**src/rtl/mem_arbiter_pkg.sv**
```systemverilog
// Shared CPU definitions used by the memory arbiter and its store queue:
// the "no ROB tag" value, memory access-size codes, arbiter FSM encoding
// and the store-queue entry layout.
package mem_arbiter_pkg;

    localparam logic [5:0] ROB_NONE = 6'b010000;

    // Access size codes carried on st_type / ld_type / mem_type.
    localparam logic [2:0] MT_SB = 3'b000;
    localparam logic [2:0] MT_SH = 3'b001;
    localparam logic [2:0] MT_SW = 3'b010;

    typedef enum logic [1:0] {
        ARB_IDLE  = 2'd0,
        ARB_STORE = 2'd1,
        ARB_LOAD  = 2'd2,
        ARB_RESP  = 2'd3
    } arb_state_t;

    typedef struct packed {
        logic [5:0]  rob;
        logic [2:0]  typ;
        logic [31:0] addr;
        logic [31:0] data;
    } st_entry_t;

endpackage

```
**src/rtl/store_queue.sv**
```systemverilog
// Store queue: DEPTH-entry FIFO of stores waiting for ROB retirement.
// Ports:
//   clock, reset                 - clock, async active-high reset
//   enq_*                        - store from the store RS; enq_ready = !full
//   commit_valid, commit_rob     - ROB retires the store with this tag
//   flush                        - drop every uncommitted entry
//   deq                          - pop the head (memory write finished)
//   head_*                       - head entry state and payload
//   chk_addr, conflict           - word-address match against any valid entry
module store_queue
    import mem_arbiter_pkg::*;
#(
    parameter int DEPTH = 4
) (
    input  logic        clock,
    input  logic        reset,
    input  logic        enq_valid,
    input  logic [5:0]  enq_rob,
    input  logic [2:0]  enq_type,
    input  logic [31:0] enq_addr,
    input  logic [31:0] enq_data,
    output logic        enq_ready,
    input  logic        commit_valid,
    input  logic [5:0]  commit_rob,
    input  logic        flush,
    input  logic        deq,
    output logic        head_valid,
    output logic        head_committed,
    output logic [2:0]  head_type,
    output logic [31:0] head_addr,
    output logic [31:0] head_data,
    input  logic [31:0] chk_addr,
    output logic        conflict
);
    localparam int PW = $clog2(DEPTH);
    localparam int CW = PW + 1;

    logic [DEPTH-1:0]      vld, cmt, cmt_nx;
    st_entry_t [DEPTH-1:0] ent;
    logic [PW-1:0]         head, tail;
    logic [CW-1:0]         count, n_cmt;
    logic                  do_enq, new_cmt;

    always_comb begin
        enq_ready = (count != CW'(DEPTH));
        // A store arriving in the flush cycle is on the wrong path; drop it.
        do_enq    = enq_valid && enq_ready && !flush;
        new_cmt   = commit_valid && (enq_rob == commit_rob);
        conflict  = 1'b0;
        n_cmt     = '0;
        cmt_nx    = '0;
        for (int i = 0; i < DEPTH; i++) begin
            cmt_nx[i] = vld[i] && (cmt[i] || (commit_valid && ent[i].rob == commit_rob));
            if (cmt_nx[i])
                n_cmt += CW'(1);
            if (vld[i] && ent[i].addr[31:2] == chk_addr[31:2])
                conflict = 1'b1;
        end
        head_valid     = vld[head];
        head_committed = cmt[head];
        head_type      = ent[head].typ;
        head_addr      = ent[head].addr;
        head_data      = ent[head].data;
    end

    always_ff @(posedge clock or posedge reset) begin
        if (reset) begin
            vld   <= '0;
            cmt   <= '0;
            ent   <= '0;
            head  <= '0;
            tail  <= '0;
            count <= '0;
        end else begin
            cmt <= cmt_nx;
            if (flush) begin
                // Committed entries always form a contiguous run from head,
                // so the new tail is simply head + number committed.
                vld   <= cmt_nx;
                tail  <= head + PW'(n_cmt);
                count <= n_cmt - CW'(deq);
            end else begin
                if (do_enq) begin
                    vld[tail] <= 1'b1;
                    cmt[tail] <= new_cmt;
                    ent[tail] <= '{rob: enq_rob, typ: enq_type, addr: enq_addr, data: enq_data};
                end
                tail  <= tail + PW'(do_enq);
                count <= count + CW'(do_enq) - CW'(deq);
            end
            if (deq) begin
                vld[head] <= 1'b0;
                cmt[head] <= 1'b0;
                head      <= head + PW'(1);
            end
        end
    end

endmodule

```
**src/rtl/mem_arbiter.sv**
```systemverilog
// Memory arbiter: single-port memory shared by retired stores (from the
// store queue) and loads. Committed stores have priority; a load that hits
// the word of any queued store waits until that store has drained.
// Ports:
//   clock, reset                        - clock, async active-high reset
//   st_*  / st_ready                    - store from store RS
//   ld_*  / ld_ready                    - load request, ld_ready pulses on accept
//   commit_valid, commit_rob            - store retirement from the ROB
//   flush                               - mispredict
//   mem_req/we/type/addr/wdata, mem_ack, mem_rdata - memory port
//   ld_done, ld_rob_out, ld_data        - load result to the CDB
module mem_arbiter
    import mem_arbiter_pkg::*;
#(
    parameter int         DEPTH       = 4,
    parameter logic [5:0] INVALID_ROB = ROB_NONE
) (
    input  logic        clock,
    input  logic        reset,
    input  logic        st_valid,
    input  logic [5:0]  st_rob,
    input  logic [2:0]  st_type,
    input  logic [31:0] st_addr,
    input  logic [31:0] st_data,
    output logic        st_ready,
    input  logic        ld_valid,
    input  logic [5:0]  ld_rob,
    input  logic [2:0]  ld_type,
    input  logic [31:0] ld_addr,
    output logic        ld_ready,
    input  logic        commit_valid,
    input  logic [5:0]  commit_rob,
    input  logic        flush,
    output logic        mem_req,
    output logic        mem_we,
    output logic [2:0]  mem_type,
    output logic [31:0] mem_addr,
    output logic [31:0] mem_wdata,
    input  logic        mem_ack,
    input  logic [31:0] mem_rdata,
    output logic        ld_done,
    output logic [5:0]  ld_rob_out,
    output logic [31:0] ld_data
);
    arb_state_t  state, state_nx;
    logic [5:0]  ld_rob_q;
    logic [2:0]  ld_type_q;
    logic [31:0] ld_addr_q, rdata_q;
    logic        ld_kill;
    logic        hd_vld, hd_cmt, conflict;
    logic [2:0]  hd_type;
    logic [31:0] hd_addr, hd_data;
    logic        sq_deq;

    assign sq_deq = (state == ARB_STORE) && mem_ack;

    store_queue #(.DEPTH(DEPTH)) u_sq (
        .clock          (clock),
        .reset          (reset),
        .enq_valid      (st_valid),
        .enq_rob        (st_rob),
        .enq_type       (st_type),
        .enq_addr       (st_addr),
        .enq_data       (st_data),
        .enq_ready      (st_ready),
        .commit_valid   (commit_valid),
        .commit_rob     (commit_rob),
        .flush          (flush),
        .deq            (sq_deq),
        .head_valid     (hd_vld),
        .head_committed (hd_cmt),
        .head_type      (hd_type),
        .head_addr      (hd_addr),
        .head_data      (hd_data),
        .chk_addr       (ld_addr),
        .conflict       (conflict)
    );

    always_comb begin
        state_nx  = state;
        ld_ready  = 1'b0;
        mem_req   = 1'b0;
        mem_we    = 1'b0;
        mem_type  = '0;
        mem_addr  = '0;
        mem_wdata = '0;
        case (state)
            ARB_IDLE: begin
                if (hd_vld && hd_cmt) begin
                    state_nx = ARB_STORE;
                end else if (ld_valid && !conflict && !flush) begin
                    state_nx = ARB_LOAD;
                    ld_ready = 1'b1;
                end
            end
            ARB_STORE: begin
                // Head is committed, so neither flush nor enqueue can move it.
                mem_req   = 1'b1;
                mem_we    = 1'b1;
                mem_type  = hd_type;
                mem_addr  = hd_addr;
                mem_wdata = hd_data;
                if (mem_ack)
                    state_nx = ARB_IDLE;
            end
            ARB_LOAD: begin
                mem_req  = 1'b1;
                mem_type = ld_type_q;
                mem_addr = ld_addr_q;
                if (mem_ack)
                    state_nx = ARB_RESP;
            end
            ARB_RESP: state_nx = ARB_IDLE;
            default:  state_nx = ARB_IDLE;
        endcase
        ld_done    = (state == ARB_RESP) && !ld_kill && !flush;
        ld_rob_out = ld_done ? ld_rob_q : INVALID_ROB;
        ld_data    = ld_done ? rdata_q : '0;
    end

    always_ff @(posedge clock or posedge reset) begin
        if (reset) begin
            state     <= ARB_IDLE;
            ld_rob_q  <= INVALID_ROB;
            ld_type_q <= '0;
            ld_addr_q <= '0;
            rdata_q   <= '0;
            ld_kill   <= 1'b0;
        end else begin
            state <= state_nx;
            if (ld_ready) begin
                ld_rob_q  <= ld_rob;
                ld_type_q <= ld_type;
                ld_addr_q <= ld_addr;
                ld_kill   <= 1'b0;
            end else if (flush && (state == ARB_LOAD || state == ARB_RESP)) begin
                // Memory access still completes; only the result is dropped.
                ld_kill <= 1'b1;
            end
            if (state == ARB_LOAD && mem_ack)
                rdata_q <= mem_rdata;
        end
    end

endmodule

```
**config.mk**
```make
export PLATFORM = sky130hd
export DESIGN_NAME = mem_arbiter
export DESIGN_NICKNAME = d
export VERILOG_FILES = /design/src/rtl/mem_arbiter_pkg.sv /design/src/rtl/store_queue.sv /design/src/rtl/mem_arbiter.sv
export SDC_FILE = /design/constraint.sdc
export NUM_CORES = 1
export LEC_CHECK = 0
export ABC_AREA = 1
export BUFFER_PORTS_ARGS = -buffer_cell sky130_fd_sc_hd__buf_2
export CAP_MARGIN = 0
export CORE_ASPECT_RATIO = 1.2
export CORE_MARGIN = 8
export CORE_UTILIZATION = 38
export CTS_CLUSTER_SIZE = 40
export DETAILED_ROUTE_END_ITERATION = 8
export GPL_TIMING_DRIVEN = 0
export PLACE_DENSITY_LB_ADDON = 0.05
export SLEW_MARGIN = 30
export SYNTH_ARGS = -nofsm -noshare
export SYNTH_HDL_FRONTEND = slang
export SYNTH_SLANG_ARGS = --single-unit
export TNS_END_PERCENT = 50
```
**constraint.sdc**
```tcl
create_clock -name clock -period 29.6 [get_ports clock]
set_input_delay 5.92 -clock clock [delete_from_list [all_inputs] [get_ports clock]]
set_output_delay 5.92 -clock clock [all_outputs]
set_load 0.1 [all_outputs]
```
# After elaboration in Yosys (flattened, before gate mapping)
# Cells that the tools add are included.
# classes
add_sub_neg	9
magnitude_cmp	4
n_bitwise	5
n_eq_ne	16
n_mux	47
reduce_logical	38
# op_table
cell	n
bitwise mux 292 bit	1
binary-select mux 73 bit (select 2 bit)	1
demux 73 bit (select 2 bit)	1
equality test 30 bit	4
2-to-1 mux 73 bit	1
2-to-1 mux 67 bit	1
2-to-1 mux 32 bit	2
case mux 32 bit (2 select lines)	1
equality test 6 bit	5
logical AND 1 bit	25
2-to-1 mux 4 bit	6
2-to-1 mux 1 bit	16
2-to-1 mux 3 bit	4
2-to-1 mux 2 bit	5
AND 4 bit	2
case mux 2 bit (4 select lines)	1
adder 3 x 1 -> 3 bit (second input constant)	2
< comparator 2 x 3 -> 1 bit (second input constant)	2
2-to-1 mux 6 bit	1
inequality test 3 bit (second input constant)	2
case mux 3 bit (2 select lines)	1
subtractor 3 x 1 -> 3 bit	2
logical OR 1 bit	5
binary-select mux 1 bit (select 2 bit)	2
20 further kinds	26
# word_totals
out_inout_bits	110
reg_bits	383
input_bits	159

# Logic depth before layout (Yosys ltp)
# Gate-level depths: netlist (run 1).
# depth
ltp_word	13
depth_mapped	21

# Modules after synthesis
# Synthesis (run 1) repeated with hierarchy kept, for this count alone.
# hier_totals
hier_cells	2481
area_unflattened_um2	19296.0
# by_module_without_submodules
module	n_inst	cells_each	area_each_um2
store_queue	1	1908	15289.7
mem_arbiter	1	573	4006.3

# Worst setup path after synthesis (run 1)
# No wires, ideal clock.
# synth_path
kind	in2out
from	in flush
to	out ld_data[11]
path_slack_ps	13553
arrival_ps	10127
cell_stages	6
path_cell_list	buf_2 nor3_1 inv_1 clkbuf_1 clkbuf_1 nor2_1
# synth_between
elab_chain_cells	3
# synth_lines
element	line	source
start, declared	mem_arbiter.sv:33	input logic flush,
logical NOT 1 bit	mem_arbiter.sv:116	ld_done = (state == ARB_RESP) && !ld_kill && !flush;
logical AND 1 bit	mem_arbiter.sv:116	
net ld_done	mem_arbiter.sv:41	output logic ld_done,
2-to-1 mux 32 bit	mem_arbiter.sv:118	ld_data = ld_done ? rdata_q : '0;
end, declared	mem_arbiter.sv:43	output logic [31:0] ld_data
# The timed path passes the listed nets, and every way through them passes these cells.

# Final worst setup path (run 1)
# layout_path
from	in ld_addr[11]
to	out ld_ready
# layout_between
elab_chain_cells	12
# layout_lines
element	line	source
start, declared	mem_arbiter.sv:29	input logic [31:0] ld_addr,
equality test 30 bit	store_queue.sv:56	if (vld[i] && ent[i].addr[31:2] == chk_addr[31:2])
logical AND 1 bit	store_queue.sv:56	
2-to-1 mux 1 bit (3 in a row)	store_queue.sv:56	
2-to-1 mux 1 bit (*)	store_queue.sv:56	
logical NOT 1 bit (*)	mem_arbiter.sv:91	end else if (ld_valid && !conflict && !flush) begin
logical AND 1 bit (*) (2 in a row)	mem_arbiter.sv:91	
2-to-1 mux 1 bit (*)	mem_arbiter.sv:91	
2-to-1 mux 1 bit (*)	mem_arbiter.sv:89	if (hd_vld && hd_cmt) begin
2-to-1 mux 1 bit (*)	mem_arbiter.sv:87	case (state)
end, declared	mem_arbiter.sv:30	output logic ld_ready,
# Mark *: on every way between the ends. The rest lies on a longest branch, timed or not.

==> results by group, run 1 <==
Final layout
  – Layout cells sized above 1: 0.140
  – Non-Filler Instances: 3740
  – Layout area overhead: 19.9%
  – Fill cells: 5510
  – End-of-flow core utilization: 0.460
  – Final nets: 3177

Timing
  – Worst hold slack: 0.470 ns
  – Setup violations, final: 0
  – Tightest Pin Transition: 1.03 ns
  – Hold Vio Cnt, Final: 0
  – RSZ-0062 raised after global routing: no
  – Max Freq: 0.0712 GHz
  – Max-slew headroom: 0.312
  – Tcrit/Tclk final: 0.475
  – Minimum clock period: 14.05 ns
  – Clock skew: 0.0215 ns
  – Max-slew violation count: 0
  – Final setup TNS: 0 ns

Detailed routing
  – DR pass1 iterations: 7
  – 1st-iter DRT viols: 1675
  – Via density: 5.23
  – Post-DRT Antenna Nets: 0
  – Drt wl/cell: 22.4 um
  – Routed Wire Length: 83700 um
  – DRC violations left: 0
  – Via count: 19554

Global routing
  – Overall Global Routing Usage: 0.276
  – Grt total ovfl: 0
  – Antenna violations before repair: 9
  – Largest net degree at the start of global routing: 86
  – Vias in the first global route: 19384
  – First-pass GRT wire length: 124000 um

Power
  – Internal Power: 0.00145 W
  – Pwr Density: 120 nW/um^2
  – Sequential power share: 0.331
  – Leakage power: 12.2 nW
  – Worst vdd ir: 0.0000589 V
  – Net Switching: 0.00139 W
  – Gate power share: 0.459
  – Switching Share: 0.489
  – Share of power burned in the clock network: 0.210

Die
  – Core area: 51400 um^2
  – Ports: 269
  – Starting Density: 0.384
  – # rows: 91
  – Die W: 224 um
  – Die H: 265 um
  – Die Footprint: 59400 um^2

Run
  – Max Cap Violations: 0

Yosys
  – Mean area per synthesized cell: 7.35 um^2
  – Syn nets: 2859
  – Top_reg_cell synth: dfrtp_1
  – Register area share after synthesis: 0.487
  – Synth unique cells: 42
  – Post-Syn Area: 19700 um^2
  – Post-synth EDFFs: 0
  – Fraction of registers with async set/reset: 1.00
  – Area fraction of the dominant cell type after synthesis: 0.485
  – Post-Synthesis Cells: 2682
  – Yosys top cell by area: dfrtp_1
  – Number of synthesized register bits: 383
  – Synth top area cells: dfrtp_1, nand2_1, o21ai_0, inv_1, nor2_1
  – Synth warnings: 0

Setup path
  – Critical path type: in -> out
  – CP Cell Sequence: buf_2, inv_1, nand2_1, nand2_1, nor2_1, nand2_1, nor2_1, nand2_1, nor2_1, nor2_1, nand3_4, inv_4, buf_6, buf_2
  – WP data required: 23.68 ns
  – WP buf/inv: 5
  – CP delay by family, top: buffers and inverters
  – WP depth: 14
  – Worst EP arrival: 8.13 ns
  – CP Capture Type: output port
  – Reg2Reg Depth: 20
  – CP max FO: 10
  – Critical-path top delay cell: buf_2
  – Max incr delay on CP: 0.44 ns
  – CP Launch Type: input port

Clock network
  – Maximum clock insertion buffer count: 3
  – Root Buffer: clkbuf_16
  – TritonCTS buffer count: 46
  – Hold buffer count at CTS: 0
  – H-Tree Depth: 2
  – TritonCTS clock tree: yes
  – CTS Sinks: 383
  – Post_cts resized: 0
  – Post-CTS Setup Repair Bufs: 0
  – Clk pin slew, worst setup/hold paths: 0.06 ns
  – Insertion delay to the later sink of the worst-skew pair: 0.59 ns

Worst hold path
  – Hold depth: 2
  – Tightest Hold Check Type: reg -> reg

Placed design
  – Final HPWL DP: 62600 um
  – Port bufs: 266
  – Gpl congestion: 0.982
  – Placed cell count: 3649

Run status
  – Status: completed
-- layout make-up --
class / count / area [um^2] / area share
Tap cell: 697 / 872 / 0.0369
Antenna cell: 5 / 12.5 / 0.000530
Timing Repair Buffer: 270 / 1440 / 0.0610
Clock buffer: 64 / 1340 / 0.0567
Sequential cell: 383 / 9590 / 0.406
Inverter: 321 / 1210 / 0.0514
Multi-Input combinational cell: 1836 / 8290 / 0.351
Buffer: 142 / 627 / 0.0265
Clock inverter: 22 / 240 / 0.0102
-- registers in the layout (all words and copies together) (netlist names) --
name	count
u_sq.ent	292
ld_addr_q	32
rdata_q	32
ld_rob_q	6
u_sq.cmt	4
u_sq.vld	4
ld_type_q	3
u_sq.count	3
state	2
u_sq.head	2
u_sq.tail	2
ld_kill	1
-- cell usage after synthesis (2+ instances only) --
library cell,count
a211oi_1,3
a21oi_1,156
a31oi_1,2
buf_1,14
buf_2,30
buf_4,2
buf_6,6
clkbuf_1,90
clkinv_1,2
dfrtp_1,382
ha_1,17
inv_1,294
inv_2,24
nand2_1,810
nand3_1,26
nand4_1,8
nor2_1,242
nor3_1,3
nor4_1,3
o211ai_1,37
o21ai_0,437
o21ai_1,41
o22ai_1,13
or2_2,2
xnor2_1,11
xor2_1,11
-- final timing paths --
check | startpoint | slack, ns | endpoint
max in group asynchronous | reset | 22.86 | rdata_q[27]
min in group asynchronous | reset | 5.41 | u_sq.ent[238]
setup / recovery | ld_addr[11] | 15.55 | ld_ready
setup reg to reg | u_sq.ent[145] | 26.42 | u_sq.count[2]
hold reg to reg | ld_rob_q[4] | 0.47 | ld_rob_q[4]
hold / removal | ld_rob_q[4] | 0.47 | ld_rob_q[4]
-- stage by stage --
step	area, um^2	power [W]	worst slack [ns]
6_report	23600	0.00283	15.55
3_3_place_gp	21900	0.00221	7.98
2_1_floorplan	19700	0.00179	13.04
4_1_cts	23600	0.00283	15.59
3_5_place_dp	22000	0.00223	15.59
5_1_grt	23600	0.00301	15.45
-- layout by cell type (no fill, tap or decap), drive strengths merged --
master,n
a211oi,3
a21boi,1
a21oi,156
a221oi,1
a22o,1
a31o,1
a31oi,2
and2,1
buf,322
bufinv,4
clkbuf,154
clkinv,15
clkinvlp,3
dfrtp,382
dfstp,1
diode,5
fa,1
ha,17
inv,321
mux2i,1
nand2,810
nand3,27
nand3b,1
nand4,8
nor2,243
nor3,3
nor4,3
o2111ai,1
o211ai,37
o21ai,478
o221ai,1
o22ai,13
o311ai,1
or2,3
xnor2,11
xor2,11
-- power groups by stage --
stage          Sequential (W)  Combinational (W)  Clock (W)
2_1_floorplan        0.000887           0.000904          0
3_3_place_gp         0.000933            0.00127          0
3_5_place_dp         0.000938            0.00129          0
4_1_cts              0.000931            0.00130   0.000604
5_1_grt              0.000963            0.00142   0.000623
6_report             0.000938            0.00130   0.000595
-- worst min-delay path: cells and delay by family, from the launching register on --
kind          cells  cell delay [ns]
flops             1             0.37
simple gates      2             0.10
-- logic make-up after synthesis --
family	after synthesis	synth area share
and+or+nand+nor	1099	0.214
AOI/OAI and AO/OA	696	0.184
buffers and inverters	463	0.0929
DFF	383	0.487
xor gates and xnor gates	22	0.00978
adders and majority gates	18	0.0118
muxes	1	0.000508
-- routing by layer --
metal  vias up  wire length (um)  global-route usage
met5         -                64                   0
met4        10              3100               0.106
met3       158              5160              0.0465
met2       710             41300               0.474
met1      9518             34200               0.345
li1       9158                 -                   -
(Power assumes the default switching activity.)
==> run 2, diff against run 1 <==
- ABC_AREA: 1 -> 0
- clock period: 29.6 -> 12.78 ns (I/O delays scaled with it)
==> run 2 against run 1 <==
Effect of this change: global-route usage down 7.4 points; design area up 0.12%; synthesized cell count down 48%; clock power up 120%; flip-flop and latch count unchanged; largest cell class unchanged; highest routed layer unchanged; clock skew down 0.0082 ns.
==> results by group, run 2 <==
Run status
  – Status: completed (unchanged)

Timing
  – Clock skew: 0.0133 ns (was 0.0215 ns)
  – Worst hold slack: 0.491 ns (was 0.470 ns)
  – Max-slew violation count: 0 (unchanged)
  – Tightest Pin Transition: 0.969 ns (was 1.03 ns)
  – Setup violations, final: 0 (unchanged)
  – Final setup TNS: 0 ns (unchanged)
  – Hold Vio Cnt, Final: 0 (unchanged)
  – Post-layout worst setup margin: 5.53 ns (was 15.55 ns)
  – Max Freq: 0.138 GHz
  – RSZ-0062 raised after global routing: no (unchanged)
  – Minimum clock period: 7.25 ns
  – Max-slew headroom: 0.354 (was 0.312)
  – Tcrit/Tclk final: 0.567

Yosys
  – Syn nets: 1567 (was 2859)
  – Post-Synth Simple-Gate Area: 0.0600 (was 0.214)
  – Synth top area cells: dfrtp_1, mux2_2, mux4_2, mux2_4, xnor2_1 (was dfrtp_1, nand2_1, o21ai_0, inv_1, nor2_1)
  – Post-synth EDFFs: 0 (unchanged)
  – Synth unique cells: 50 (was 42)
  – Multiplexer share of the synthesized area: 0.308 (was 0.000508)
  – Adder-Cell Fraction of Synth Area: 0.0118 (about the same)
  – Number of synthesized register bits: 383 (unchanged)
  – Register area share after synthesis: 0.486 (was 0.487)
  – Post-Syn Area: 19700 um^2 (about the same)
  – Mean area per synthesized cell: 14.2 um^2 (was 7.35 um^2)
  – Fraction of registers with async set/reset: 1.00 (unchanged)
  – Area fraction of the dominant cell type after synthesis: 0.485 (about the same)
  – Largest family of logic cells by synthesized area: multiplexers (was simple AND/OR/NAND/NOR gates)
  – Post-Synthesis Cells: 1390 (was 2682)
  – Synth warnings: 0 (unchanged)
  – Synth Area in XOR/XNOR: 0.0711 (was 0.00978)
  – Most common cell in the netlist: dfrtp_1 (was nand2_1)
  – Top_reg_cell synth: dfrtp_1 (unchanged)
  – Synth top cells by count: dfrtp_1, mux2_2, xnor2_1 (was nand2_1, o21ai_0, dfrtp_1)
  – Yosys top cell by area: dfrtp_1 (unchanged)
  – Compound-Gate Fraction of Synth Area: 0.0247 (was 0.184)

Die
  – Die H: 266 um (was 265 um)
  – Die Footprint: 59500 um^2 (was 59400 um^2)
  – # rows: 91 (unchanged)
  – Core area: 51400 um^2 (unchanged)
  – Ports: 269 (unchanged)
  – Starting Density: 0.384 (about the same)
  – Die W: 224 um (about the same)

Setup path
  – Critical path type: in -> out (unchanged)
  – CP Launch Type: input port (unchanged)
  – WP buf/inv: 4 (was 5)
  – CP max FO: 10 (unchanged)
  – CP Cell Sequence: buf_2, xnor2_1, nand4_1, nor4_1, nand4_1, nand4b_4, buf_6, inv_1, buf_2 (was buf_2, inv_1, nand2_1, nand2_1, nor2_1, nand2_1, nor2_1, nand2_1, nor2_1, nor2_1, nand3_4, inv_4, buf_6, buf_2)
  – Worst EP arrival: 4.70 ns (was 8.13 ns)
  – Max incr delay on CP: 0.37 ns (was 0.44 ns)
  – WP data required: 10.22 ns (was 23.68 ns)
  – CP delay by family, top: simple AND/OR/NAND/NOR gates (was buffers and inverters)
  – Critical-path top delay cell: xnor2_1 (was buf_2)
  – CP Capture Type: output port (unchanged)

Clock network
  – TritonCTS clock tree: yes (unchanged)
  – CTS Sinks: 383 (unchanged)
  – H-Tree Depth: 2 (unchanged)
  – TritonCTS buffer count: 45 (was 46)
  – Clk pin slew, worst setup/hold paths: 0.06 ns (about the same)
  – Post_cts resized: 0 (unchanged)
  – Maximum clock insertion buffer count: 3 (unchanged)
  – Post-CTS Setup Repair Bufs: 0 (unchanged)
  – Root Buffer: clkbuf_16 (unchanged)
  – Insertion delay to the later sink of the worst-skew pair: 0.58 ns (was 0.59 ns)
  – Hold buffer count at CTS: 0 (unchanged)

Power
  – Share of power burned in the clock network: 0.195 (was 0.210)
  – Internal Power: 0.00395 W (was 0.00145 W)
  – Switching Share: 0.407 (was 0.489)
  – Leakage power: 10.4 nW (was 12.2 nW)
  – Net Switching: 0.00271 W (was 0.00139 W)
  – Gate power share: 0.473 (was 0.459)
  – Total power: 0.00666 W (was 0.00283 W)
  – Pwr Density: 282 nW/um^2 (was 120 nW/um^2)
  – Sequential power share: 0.332 (was 0.331)
  – Worst vdd ir: 0.000165 V (was 0.0000589 V)

Final layout
  – Fill cells: 4731 (was 5510)
  – Final nets: 1863 (was 3177)
  – End-of-flow core utilization: 0.461 (was 0.460)
  – Most frequent cells in the layout: dfrtp_1, buf_2, mux2_2, xnor2_1, mux2_4 (was nand2_1, o21ai_0, dfrtp_1, buf_2, inv_1)
  – Footprint of the multi-input gates: 9380 um^2 (was 8290 um^2)
  – Largest registers: u_sq.ent: 292 flops, ld_addr_q: 32 flops, rdata_q: 32 flops (unchanged)
  – Register area: 9590 um^2 (unchanged)
  – Layout area overhead: 19.9% (about the same)
  – Largest Register: u_sq.ent (unchanged)
  – Max FFs per register: 292 (unchanged)
  – Layout cells sized above 1: 0.492 (was 0.140)
  – Most common cell after layout, fill and taps aside: dfrtp_1 (was nand2_1)

Global routing
  – Largest net degree at the start of global routing: 29 (was 86)
  – First-pass GRT wire length: 90600 um (was 124000 um)
  – Grt total ovfl: 0 (unchanged)
  – Overall Global Routing Usage: 0.203 (was 0.276)
  – Vias in the first global route: 13707 (was 19384)
  – Antenna violations before repair: 13 (was 9)

Detailed routing
  – Post-DRT Antenna Nets: 0 (unchanged)
  – Routed Wire Length: 60000 um (was 83700 um)
  – Drt wl/cell: 24.7 um (was 22.4 um)
  – DRC violations left: 0 (unchanged)
  – 1st-iter DRT viols: 635 (was 1675)
  – Via count: 12409 (was 19554)
  – Via density: 5.12 (was 5.23)
  – DR pass1 iterations: 5 (was 7)

Placed design
  – Gpl congestion: 0.849 (was 0.982)
  – Worst slack at placement: 5.55 ns (was 15.59 ns)
  – Final HPWL DP: 44700 um (was 62600 um)
  – Port bufs: 232 (was 266)

Run
  – Max Cap Violations: 0 (unchanged)

Worst hold path
  – Tightest Hold Check Type: reg -> reg (unchanged)
-- run 2: cell types whose count changed after synthesis, moves of 67 or more --
cell,before,now
nand2_1,810,10
o21ai_0,437,5
inv_1,294,15
mux2_2,0,268
nor2_1,242,12
a21oi_1,156,5
xnor2_1,11,116
mux2_4,0,100
and2_1,0,71
clkbuf_1,90,21
mux4_2,0,67
-- run 2: layout make-up --
class	instances	area share
Sequential cell	383	0.405
Clock buffer	69	0.0579
Inverter	15	0.00254
Buffer	114	0.0294
Tap cell	697	0.0369
Multi-Input combinational cell	878	0.397
Timing Repair Buffer	249	0.0657
Antenna cell	7	0.000741
Clock inverter	12	0.00481
-- run 2: per-stage QoR --
stage / area, um^2 / cells
global placement: 21800 / 2319
floorplan: 19700 / 1390
CTS: 23600 / 2417
global route: 23600 / 2420
detailed placement: 22200 / 2336
finish: 23700 / 2424
-- run 2: kinds of logic after synthesis --
kind of cell / Yosys count
compound gates: 65
xor+xnor: 160
fa+ha+maj: 18
buf+inv: 129
flops: 383
mux: 440
simple gates: 195
-- run 2: power groups by stage --
stage | Clock (W) | Sequential [W] | Combinational (W)
detailed placement | 0 | 0.00222 | 0.00318
global route | 0.00139 | 0.00229 | 0.00333
floorplan | 0 | 0.00211 | 0.00250
CTS | 0.00135 | 0.00221 | 0.00319
global placement | 0 | 0.00221 | 0.00314
finish | 0.00130 | 0.00221 | 0.00315
-- run 2: metal layers --
| layer | vias to the layer above | GRT usage | wire length, um |
|---|---|---|---|
| met3 | 103 | 0.0476 | 3290 |
| met2 | 289 | 0.336 | 29100 |
| met4 | 8 | 0.0663 | 1740 |
| met1 | 6421 | 0.259 | 25800 |
| met5 | - | 0 | 49 |
| li1 | 5588 | - | - |
-- run 2: worst paths after layout --
path,start,to,slack (ns),cells after the start
worst max-delay path,ld_addr[2],ld_ready,5.53,9
worst min-delay path,ld_kill,ld_kill,0.49,1
min in group asynchronous,reset,rdata_q[22],1.97,2
max in group asynchronous,reset,ld_addr_q[13],9.31,8
worst max register to register,u_sq.ent[67],u_sq.tail[1],9.33,13
worst min register to register,ld_kill,ld_kill,0.49,1
